File: src/rtl/vec_alu_sequencer.sv
// Element-serial issue/writeback sequencer for the vector ALU.
// It accepts one vector instruction and streams its elements through three stages:
//   - Read: the VRF read is issued.
//   - ALU: operands go to the ALU.
//   - Write: the result is merged with old vd under the element mask and written back.
// One element moves through each stage per cycle.
//
// Handshake: an instruction transfers on a rising edge where in_valid && in_ready.
// in_ready is high only in IDLE and outside reset. All in_* fields are captured
// on that edge and are not looked at again until the next transfer.
module vec_alu_sequencer #(
  parameter int MAXVL = 32,
  localparam int EW = $clog2(MAXVL)
) (
  input  logic              clk,
  input  logic              reset,
  input  logic              in_valid,
  output logic              in_ready,
  input  logic [3:0]        in_op,
  input  logic [4:0]        in_vd,
  input  logic [4:0]        in_vs1,
  input  logic [4:0]        in_vs2,
  input  logic              in_vm,
  input  logic [EW:0]       in_vl,
  input  logic [MAXVL-1:0]  in_mask,
  output logic              rf_ren,
  output logic [5+EW-1:0]   rf_raddr1,
  output logic [5+EW-1:0]   rf_raddr2,
  output logic [5+EW-1:0]   rf_raddr3,
  input  logic [31:0]       rf_rdata1,
  input  logic [31:0]       rf_rdata2,
  input  logic [31:0]       rf_rdata3,
  output logic [31:0]       alu_operand1,
  output logic [31:0]       alu_operand2,
  output logic [3:0]        alu_operation,
  output logic              alu_mask,
  input  logic [31:0]       alu_out,
  output logic              rf_we,
  output logic [5+EW-1:0]   rf_waddr,
  output logic [31:0]       rf_wdata,
  output logic              busy,
  output logic              done
);

  typedef enum logic [1:0] {IDLE, RUN, DRAIN} state_t;

  localparam logic [EW:0] VL_MAX = (EW+1)'(MAXVL);

  state_t state, state_nx;

  // Captured instruction fields.
  logic [3:0]       op_r;
  logic [4:0]       vd_r, vs1_r, vs2_r;
  logic             vm_r;
  logic [MAXVL-1:0] mask_r;
  logic [EW:0]      vl_r;

  // Pipeline: read index, ALU stage, write stage.
  logic [EW-1:0]    rd_idx;
  logic             a_valid;
  logic [EW-1:0]    a_idx;
  logic             w_valid;
  logic [EW-1:0]    w_idx;
  logic [31:0]      w_data;

  logic             accept;
  logic [EW:0]      vl_in_eff;
  logic             rd_last;
  logic             done_nx;
  logic             mask_eff;
  logic [31:0]      merged;

  assign in_ready  = (state == IDLE) && !reset;
  assign accept    = in_valid && in_ready;
  assign vl_in_eff = (in_vl > VL_MAX) ? VL_MAX : in_vl;
  assign rd_last   = ({1'b0, rd_idx} == (vl_r - (EW+1)'(1)));

  // State register.
  always_ff @(posedge clk) begin
    if (reset) state <= IDLE;
    else       state <= state_nx;
  end

  // Next state and the done pulse request; the write stage is the last to empty.
  always_comb begin
    state_nx = state;
    done_nx  = 1'b0;
    case (state)
      IDLE: begin
        if (accept && (vl_in_eff != '0)) state_nx = RUN;
        if (accept && (vl_in_eff == '0)) done_nx = 1'b1;
      end
      RUN: begin
        if (rd_last) state_nx = DRAIN;
      end
      DRAIN: begin
        // ALU stage empty means this cycle holds the final write.
        if (!a_valid) begin
          state_nx = IDLE;
          done_nx  = 1'b1;
        end
      end
      default: state_nx = IDLE;
    endcase
  end

  // Instruction capture, read index and pipeline stage registers.
  always_ff @(posedge clk) begin
    if (reset) begin
      op_r    <= '0;
      vd_r    <= '0;
      vs1_r   <= '0;
      vs2_r   <= '0;
      vm_r    <= 1'b0;
      mask_r  <= '0;
      vl_r    <= '0;
      rd_idx  <= '0;
      a_valid <= 1'b0;
      a_idx   <= '0;
      w_valid <= 1'b0;
      w_idx   <= '0;
      w_data  <= '0;
      done    <= 1'b0;
    end else begin
      if (accept) begin
        op_r   <= in_op;
        vd_r   <= in_vd;
        vs1_r  <= in_vs1;
        vs2_r  <= in_vs2;
        vm_r   <= in_vm;
        mask_r <= in_mask;
        vl_r   <= vl_in_eff;
        rd_idx <= '0;
      end else if (state == RUN) begin
        rd_idx <= rd_idx + EW'(1);
      end
      a_valid <= (state == RUN);
      a_idx   <= rd_idx;
      w_valid <= a_valid;
      w_idx   <= a_idx;
      w_data  <= a_valid ? merged : '0;
      done    <= done_nx;
    end
  end

  // Masked-off elements keep the old destination value.
  assign mask_eff = a_valid && (vm_r || mask_r[a_idx]);
  assign merged   = mask_eff ? alu_out : rf_rdata3;

  assign rf_ren    = (state == RUN);
  assign rf_raddr1 = rf_ren ? {vs1_r, rd_idx} : '0;
  assign rf_raddr2 = rf_ren ? {vs2_r, rd_idx} : '0;
  assign rf_raddr3 = rf_ren ? {vd_r,  rd_idx} : '0;

  assign alu_operand1  = a_valid ? rf_rdata1 : '0;
  assign alu_operand2  = a_valid ? rf_rdata2 : '0;
  assign alu_operation = a_valid ? op_r : '0;
  assign alu_mask      = mask_eff;

  assign rf_we    = w_valid;
  assign rf_waddr = w_valid ? {vd_r, w_idx} : '0;
  assign rf_wdata = w_data;

  assign busy = (state != IDLE);

endmodule

File: config.mk
export PLATFORM = sky130hd
export DESIGN_NAME = vec_alu_sequencer
export DESIGN_NICKNAME = d
export VERILOG_FILES = /design/src/rtl/vec_alu_sequencer.sv
export SDC_FILE = /design/constraint.sdc
export NUM_CORES = 1
export LEC_CHECK = 0
export ABC_CLOCK_PERIOD_IN_PS = 5050
export CAP_MARGIN = 0
export CORE_AREA = 4 4 127 129
export CTS_CLUSTER_SIZE = 10
export DETAILED_ROUTE_END_ITERATION = 16
export DIE_AREA = 0 0 131 133
export GPL_TIMING_DRIVEN = 1
export PLACE_DENSITY = 0.76
export SLEW_MARGIN = 40
export SYNTH_ARGS = -nofsm -noshare
export SYNTH_HDL_FRONTEND = slang
export SYNTH_SLANG_ARGS = --single-unit
File: constraint.sdc
create_clock -name clk -period 5.05 [get_ports clk]
set_input_delay 0.7575 -clock clk [delete_from_list [all_inputs] [get_ports clk]]
set_output_delay 0.7575 -clock clk [all_outputs]
set_load 0.02 [all_outputs]
==> qor.yml, run 1 <==
synth_xor_xnor_area_share_pct: 1.89
mean_instance_size_in_the_synthesized_netlist_um2: 8.29
crit_path_max_fanout: 11
clk-insertion-delay-late_ns: 0.35
fin_crit_ns: 3.59
share_comb_of_total_power_pct: 20.3
setup_tns_ns: 0
synth_warnings: 0
holdCritPathClass: "flop to flop"
synth_simple_gate_area_share_pct: 29.8
cts_resized: 0
number_of_register_bits_inferred_by_synthesis: 110
dpl.hpwl_um: 14300
syn_nets: 806
power_frac_seq_pct: 47.0
synth_area_um2: 5100
timing.final.setup_violations: 0
worst_setup_path_end_kind: "output pin"
max_fclk_mhz: 278
path_clk_slew_ns: 0.07
die_h_um: 133
number_of_antenna_violations_at_the_first_check_in_global_routing: 4
largest_family_of_logic_cells_by_synthesized_area: "simple AND/OR/NAND/NOR gates"
grt_first_pass_wirelength_um: 26200
total_vias_in_the_final_route: 5076
arrival_ns: 2.84
drt_first_pass_iters: 4
synth_compound_gate_area_share_pct: 8.05
final_common_cell: "sky130_fd_sc_hd__clkdlybuf4s50_1"
cell_internal_pwr_mw: 1.50
finalCoreUtilization_pct: 58.7
synthToLayoutAreaGrowth_pct: 72.9
io_buffers: 334
p_per_area_nw_per_um2: 228
commonest_cells_after_routing_fill_and_taps_aside: "334 x sky130_fd_sc_hd__clkdlybuf4s50_1, 178 x sky130_fd_sc_hd__nand2_1, 109 x sky130_fd_sc_hd__dfxtp_1"
cts-buffers-inserted: 9
cellLeakagePower_nw: 3.35
fin_nets: 1105
io-pin-count: 335
detail-route-antenna-nets: 0
clk_path_buf_depth: 2
power.share.switching_pct: 25.6
drive_gt1_share_pct: 3.70
cts-root-buf: "sky130_fd_sc_hd__clkbuf_16"
yosys.cell_types.count: 35
dominantRegCellSynth: "sky130_fd_sc_hd__dfxtp_1"
synth_seq_area_share_pct: 43.2
peakVddDrop_mv: 0.184
setup_repair_after_global_routing_missed_its_margin: "no"
finalWeightedCongestion: 0.818
final_wirelength_um: 18100
detail_route.wl_per_cell_um: 16.3
total_congestion_overflow_after_global_routing: 0
cpMaxStageDelayCell: "sky130_fd_sc_hd__dfxtp_1"
globalRouteTotalUtil_pct: 19.5
fin_worst_skew_ns: 0.00638
adder_cell_share_of_the_synthesized_area_pct: 0.491
dr.first_iter.drc_count: 250
final_max_slew_viol_count: 0
switching_power_summed_over_all_nets_mw: 0.515
rows: 45
syn_inst: 615
floorplan.core_area_um2: 15000
worst_pin_slew_ns: 0.571
worst_setup_path_start_kind: "flop"
layout_worst_path_cycle_share_pct: 71.2
synth.mux.area_fraction_pct: 11.0
clock_power_share_pct: 32.7
whs_ns: 0.455
synth_edf_count: 0
cts_htree_levels: 3
finalHoldViolations: 0
hold_buffers: 0
crit_type: "flop to output pin"
critical_path_data_required_time_ns: 4.29
start_util_pct: 33.9
ys_async_rst_share_pct: 0
timing.critical_path.cells: "mux4_1 -> mux2i_1 -> nor2b_1 -> o41ai_4 -> nor2_1 -> clkdlybuf4s50_1"
max_cap_viol_count: 0
clock_sinks: 110
grt_pass1_vias: 4908
cts_tree: "built"
slew_headroom_pct: 61.8
grt_start_max_net_pins: 70
dieWidth_um: 131
floorplan.die_area_um2: 17400
post-route-drc-count: 0
worst_path_largest_cell_delay_ns: 0.64
outcome: "complete, no violations"
vias_per_cell: 4.57
postCtsSetupRepairBufs: 0
## synth_stat cells, types with 2 or more instances
master | instances | share of area, %
sky130_fd_sc_hd__nor3b_1 | 2 | 0.29
sky130_fd_sc_hd__buf_4 | 10 | 1.5
sky130_fd_sc_hd__mux4_1 | 5 | 2.6
sky130_fd_sc_hd__nor2b_1 | 11 | 1.3
sky130_fd_sc_hd__nor2_1 | 8 | 0.59
sky130_fd_sc_hd__a21oi_1 | 4 | 0.39
sky130_fd_sc_hd__and2_1 | 100 | 12
sky130_fd_sc_hd__o221ai_1 | 2 | 0.34
sky130_fd_sc_hd__nand3b_1 | 4 | 0.59
sky130_fd_sc_hd__o31ai_1 | 4 | 0.59
sky130_fd_sc_hd__nand2_1 | 178 | 13
sky130_fd_sc_hd__nor3_1 | 8 | 0.78
sky130_fd_sc_hd__mux2i_1 | 36 | 7.1
sky130_fd_sc_hd__inv_1 | 5 | 0.37
sky130_fd_sc_hd__clkbuf_1 | 39 | 2.9
sky130_fd_sc_hd__buf_6 | 4 | 0.88
sky130_fd_sc_hd__xor2_1 | 7 | 1.2
sky130_fd_sc_hd__xnor2_1 | 4 | 0.69
sky130_fd_sc_hd__o21ai_0 | 54 | 5.3
sky130_fd_sc_hd__dfxtp_1 | 110 | 43
sky130_fd_sc_hd__ha_1 | 2 | 0.49
sky130_fd_sc_hd__nand3_1 | 2 | 0.20
sky130_fd_sc_hd__mux2_2 | 4 | 0.88
## critical path, delay by kind of cell (launching register included)
| family | cells | cell delay [ns] |
|---|---|---|
| mux | 2 | 0.80 |
| flops | 1 | 0.64 |
| buf+inv | 1 | 0.58 |
| compound gates | 1 | 0.32 |
| simple gates | 2 | 0.16 |
## power groups by stage
stage | logic (mW) | clock network (mW) | registers, mW
floorplan | 0.181 | 0 | 0.959
global placement | 0.396 | 0 | 0.966
detailed placement | 0.407 | 0 | 0.966
CTS | 0.409 | 0.677 | 0.946
global route | 0.440 | 0.711 | 0.953
finish | 0.408 | 0.659 | 0.946
## cell families (layout without fill, tap and decap cells)
family	Yosys count	after routing
AND/OR/NAND/NOR	317	317
flip-flops	110	110
AO/OA/AOI/OAI	70	70
buffers and inverters	59	363
multiplexers	46	46
XOR/XNOR	11	11
adder cells (fa/ha/maj)	2	2
other	0	4
## per-layer routing
layer,GRT usage (%),wire (um),part of all wire (%),vias up
li1,-,-,-,2581
met1,20.8,6620,37,2282
met2,35.8,9560,53,193
met3,5.45,1470,8.1,20
met4,7.31,399,2.2,0
met5,0,0,0,-
## stage by stage
| stage | cells | area, um2 | total power [mW] | worst slack [ns] |
|---|---|---|---|---|
| 6_report | 1111 | 8820 | 2.01 | 1.46 |
| 5_1_grt | 1111 | 8820 | 2.10 | 1.29 |
| 4_1_cts | 1106 | 8780 | 2.03 | 1.39 |
| 3_5_place_dp | 1090 | 8510 | 1.37 | 1.78 |
| 3_3_place_gp | 1088 | 8460 | 1.36 | 1.82 |
| 2_1_floorplan | 615 | 5100 | 1.14 | 2.29 |
## sequential cells by signal, indices dropped and copies added (netlist names)
signal / count
rf_wdata: 32
vd_r: 5
vm_r: 1
w_idx: 5
vs1_r: 5
rd_idx: 5
rf_we: 1
a_valid: 1
op_r: 4
a_idx: 5
vl_r: 6
state: 2
done: 1
vs2_r: 5
mask_r: 32
## final timing paths
kind	from	slack, ns	cells after the start	end
hold reg to reg	mask_r[13]$_SDFFE_PP0P_	0.46	2	mask_r[13]$_SDFFE_PP0P_
hold / removal	mask_r[13]$_SDFFE_PP0P_	0.46	2	mask_r[13]$_SDFFE_PP0P_
setup / recovery	a_idx[0]$_SDFF_PP0_	1.46	6	alu_mask
setup reg to reg	a_idx[0]$_SDFF_PP0_	2.32	6	rf_wdata[15]$_SDFF_PP0_
## cell type report
cell class | count | area [um2]
timing repair buffer | 342 | 3460
clock inverter | 5 | 35.0
inverter | 5 | 18.8
clock buffer | 11 | 233
sequential | 110 | 2210
fill | 1323 | 6210
tap | 188 | 235
antenna | 4 | 10.0
multi-input combinational | 446 | 2630
Power figures use the tool's default switching activity.
==> run 2: changes to the inputs <==
==> config.mk (replaced) <==
export PLATFORM = sky130hd
export DESIGN_NAME = vec_alu_sequencer
export DESIGN_NICKNAME = d
export VERILOG_FILES = /design/src/rtl/vec_alu_sequencer.sv
export SDC_FILE = /design/constraint.sdc
export NUM_CORES = 1
export LEC_CHECK = 0
export ABC_CLOCK_PERIOD_IN_PS = 3270
export CAP_MARGIN = 0
export CORE_MARGIN = 4
export CORE_UTILIZATION = 33
export CTS_CLUSTER_SIZE = 10
export DETAILED_ROUTE_END_ITERATION = 16
export GPL_TIMING_DRIVEN = 1
export PLACE_DENSITY = 0.77
export SLEW_MARGIN = 40
export SYNTH_ARGS = -nofsm -noshare
export SYNTH_HDL_FRONTEND = slang
export SYNTH_SLANG_ARGS = --single-unit
==> constraint.sdc (replaced) <==
create_clock -name clk -period 3.27 [get_ports clk]
set_input_delay 0.4905 -clock clk [delete_from_list [all_inputs] [get_ports clk]]
set_output_delay 0.4905 -clock clk [all_outputs]
set_load 0.02 [all_outputs]
==> run 2 against run 1 <==
Against the previous run: via count is 1.1% lower; final area is 0.16% lower; power is 58% higher; sequential share of layout area hardly changed; critical path depth stayed put; clock-buffer cell count is 1 lower; hold slack hardly changed; combinational power is 55% higher; critical path type unchanged; largest cell class unchanged.
==> qor.yml, run 2 (synthesis results as in run 1) <==
critical_path.endpoint: "alu_mask"
arrival_ns: 2.61  # -0.23 ns
grt_pass1_vias: 4834  # -1.5%
hold_buffers: 0  # unchanged
r2r_setup_slack_ns: 0.78  # -1.54 ns
outcome: "complete, no violations"
floorplan.die_area_um2: 17500  # +0.51%
fin_worst_skew_ns: 0.0109  # +0.00449 ns
layout_worst_path_cycle_share_pct: 94.9
die_h_um: 132  # -0.50%
cellLeakagePower_nw: 3.36  # +0.19%
dieWidth_um: 132  # +1.0%
detail_route.wl_per_cell_um: 16.3  # +0.28%
fin_nets: 1108  # +0.27%
timing.rr.end: "rf_wdata[2]$_SDFF_PP0_"
final_common_cell: "sky130_fd_sc_hd__clkdlybuf4s50_1"
setup_tns_ns: 0  # unchanged
grt_first_pass_wirelength_um: 26800  # +2.0%
peakVddDrop_mv: 0.281  # +52%
commonest_cells_after_routing_fill_and_taps_aside: "334 x sky130_fd_sc_hd__clkdlybuf4s50_1, 178 x sky130_fd_sc_hd__nand2_1, 108 x sky130_fd_sc_hd__dfxtp_1"
path_clk_slew_ns: 0.08  # about the same
post-route-drc-count: 0  # unchanged
cts-buffers-inserted: 9  # unchanged
seq_area_um2: 2200  # about the same
drt_first_pass_iters: 4  # unchanged
total_congestion_overflow_after_global_routing: 0  # unchanged
synthToLayoutAreaGrowth_pct: 72.6
final_max_slew_viol_count: 0  # unchanged
fin_area_um2: 8810  # -0.16%
crit-reg2reg-launch: "a_idx[0]$_SDFF_PP0_"
rr_worst_depth: 6  # unchanged
p_per_area_nw_per_um2: 361  # +58%
footprint_of_the_multi_input_gates_um2: 2620  # -0.19%
cts-root-buf: "sky130_fd_sc_hd__clkbuf_16"
number_of_antenna_violations_at_the_first_check_in_global_routing: 0  # -4
total_power_mw: 3.18  # +58%
fillCellCount: 1372  # +3.7%
detail-route-antenna-nets: 0  # unchanged
dr.first_iter.drc_count: 192  # -23%
crit_path_max_fanout: 8  # -3
drive_gt1_share_pct: 4.34  # +0.64 points
io-pin-count: 335  # unchanged
timing.final.setup_violations: 0  # unchanged
clk-insertion-delay-late_ns: 0.35  # about the same
clock_sinks: 110  # unchanged
finalWeightedCongestion: 0.802  # -1.9%
slew_headroom_pct: 59.9  # -1.9 points
critical_path.startpoint: "a_idx[0]$_SDFF_PP0_"
critical_path_data_required_time_ns: 2.78  # -1.51 ns
antenna-diode-count: 0  # -4
cts_htree_levels: 3  # unchanged
holdCritPathClass: "flop to flop"
dpl_cell_area_um2: 8500  # -0.12%
dpl.hpwl_um: 14500  # +1.5%
clk_path_buf_depth: 2  # unchanged
worst_setup_path_start_kind: "flop"
final_wirelength_um: 18100  # +0.19%
cts_tree: "built"
finalHoldViolations: 0  # unchanged
setup_repair_after_global_routing_missed_its_margin: "no"
fin_crit_ns: 3.10
start_util_pct: 33.7  # -0.25 points
whs_ns: 0.455  # -0.000143 ns
worst_pin_slew_ns: 0.601  # +0.0302 ns
crit_type: "flop to output pin"
floorplan.core_area_um2: 15100  # +0.75%
vias_per_cell: 4.52  # -1.1%
stdcell_count: 1110  # -0.090%
grt_start_max_net_pins: 65  # -7.1%
total_vias_in_the_final_route: 5018  # -1.1%
max_fclk_mhz: 322
io_buffers: 334  # unchanged
max_cap_viol_count: 0  # unchanged
worst_setup_path_end_kind: "output pin"
rows: 45  # unchanged
dp_cells: 1094  # +0.37%
globalRouteTotalUtil_pct: 19.4  # -0.11 points
==> run 2: cell types whose count changed in the layout (fill, tap and decap cells not counted), sizes merged <==
cell,before,now
clkbuf,11,10
diode,4,0
buf,8,11
clkinvlp,0,1
clkinv,5,3
inv,5,7
==> run 2: metal layers <==
metal / global-route usage, % / part of all wire, % / up-vias
li1: - / - / 2587
met2: 35.4 / 52 / 188
met5: 0 / 0 / -
met1: 21.3 / 38 / 2230
met4: 4.91 / 1.0 / 0
met3: 7.02 / 8.6 / 13
==> run 2: how the worst min path moves through the flow <==
| stage | start | cells past startpoint | slack [ns] | to |
|---|---|---|---|---|
| 5_1_grt | mask_r[9]$_SDFFE_PP0P_ | 2 | 0.48 | mask_r[9]$_SDFFE_PP0P_ |
| 2_1_floorplan | state[0]$_SDFFE_PP0P_ | 1 | 0.43 | done$_SDFF_PP0_ |
| 3_5_place_dp | op_r[0]$_SDFFE_PP0P_ | 2 | 0.45 | op_r[0]$_SDFFE_PP0P_ |
| 6_report | vs2_r[2]$_SDFFE_PP0P_ | 2 | 0.45 | vs2_r[2]$_SDFFE_PP0P_ |
| 3_3_place_gp | vs1_r[0]$_SDFFE_PP0P_ | 2 | 0.44 | vs1_r[0]$_SDFFE_PP0P_ |
| 4_1_cts | mask_r[27]$_SDFFE_PP0P_ | 2 | 0.46 | mask_r[27]$_SDFFE_PP0P_ |
==> run 2: area by class of cell <==
class	count	area share (%)
Clock inverter	6	0.696
Inverter	5	0.213
Tap cell	188	2.67
Multi-Input combinational cell	446	29.8
Clock buffer	10	2.71
Timing Repair Buffer	345	38.9
Sequential cell	110	25.0
==> run 2: critical path: stages (launching register included) <==
cell	delay, ns
sky130_fd_sc_hd__dfxtp_2	0.45
sky130_fd_sc_hd__mux4_1	0.58
sky130_fd_sc_hd__mux2i_1	0.18
sky130_fd_sc_hd__nor2b_1	0.09
sky130_fd_sc_hd__o41ai_4	0.32
sky130_fd_sc_hd__nor2_1	0.07
sky130_fd_sc_hd__clkdlybuf4s50_1	0.58
==> run 2: repair_timing <==
action / 4_1_cts / 5_1_grt
resized for setup: 1 / 0
buffers inserted: 0 / 0
endpoints found under the setup margin: 1 / 0
==> run 2: per-stage QoR <==
stage | utilization [%] | setup WS, ns
2_1_floorplan | - | 0.774
3_3_place_gp | 56.2 | 0.422
3_5_place_dp | 56.2 | 0.371
4_1_cts | 58.1 | 0.118
5_1_grt | 58.1 | 0.00886
6_report | 58.1 | 0.167
==> run 2: power breakdown <==
group | internal [mW] | switching [mW]
Clock | 0.557 | 0.536
Combinational | 0.376 | 0.257
Sequential | 1.41 | 0.0454
==> run 3: changes to the inputs <==
--- a/config.mk
+++ b/config.mk
@@ -12,8 +12,9 @@
 export CTS_CLUSTER_SIZE = 10
 export DETAILED_ROUTE_END_ITERATION = 16
 export GPL_TIMING_DRIVEN = 1
+export HOLD_SLACK_MARGIN = 0.06
 export PLACE_DENSITY = 0.77
-export SLEW_MARGIN = 40
+export SLEW_MARGIN = 20
 export SYNTH_ARGS = -nofsm -noshare
 export SYNTH_HDL_FRONTEND = slang
 export SYNTH_SLANG_ARGS = --single-unit
==> results of run 3 <==
No change in the layout: final DEF, timing and power equal those of run 2.
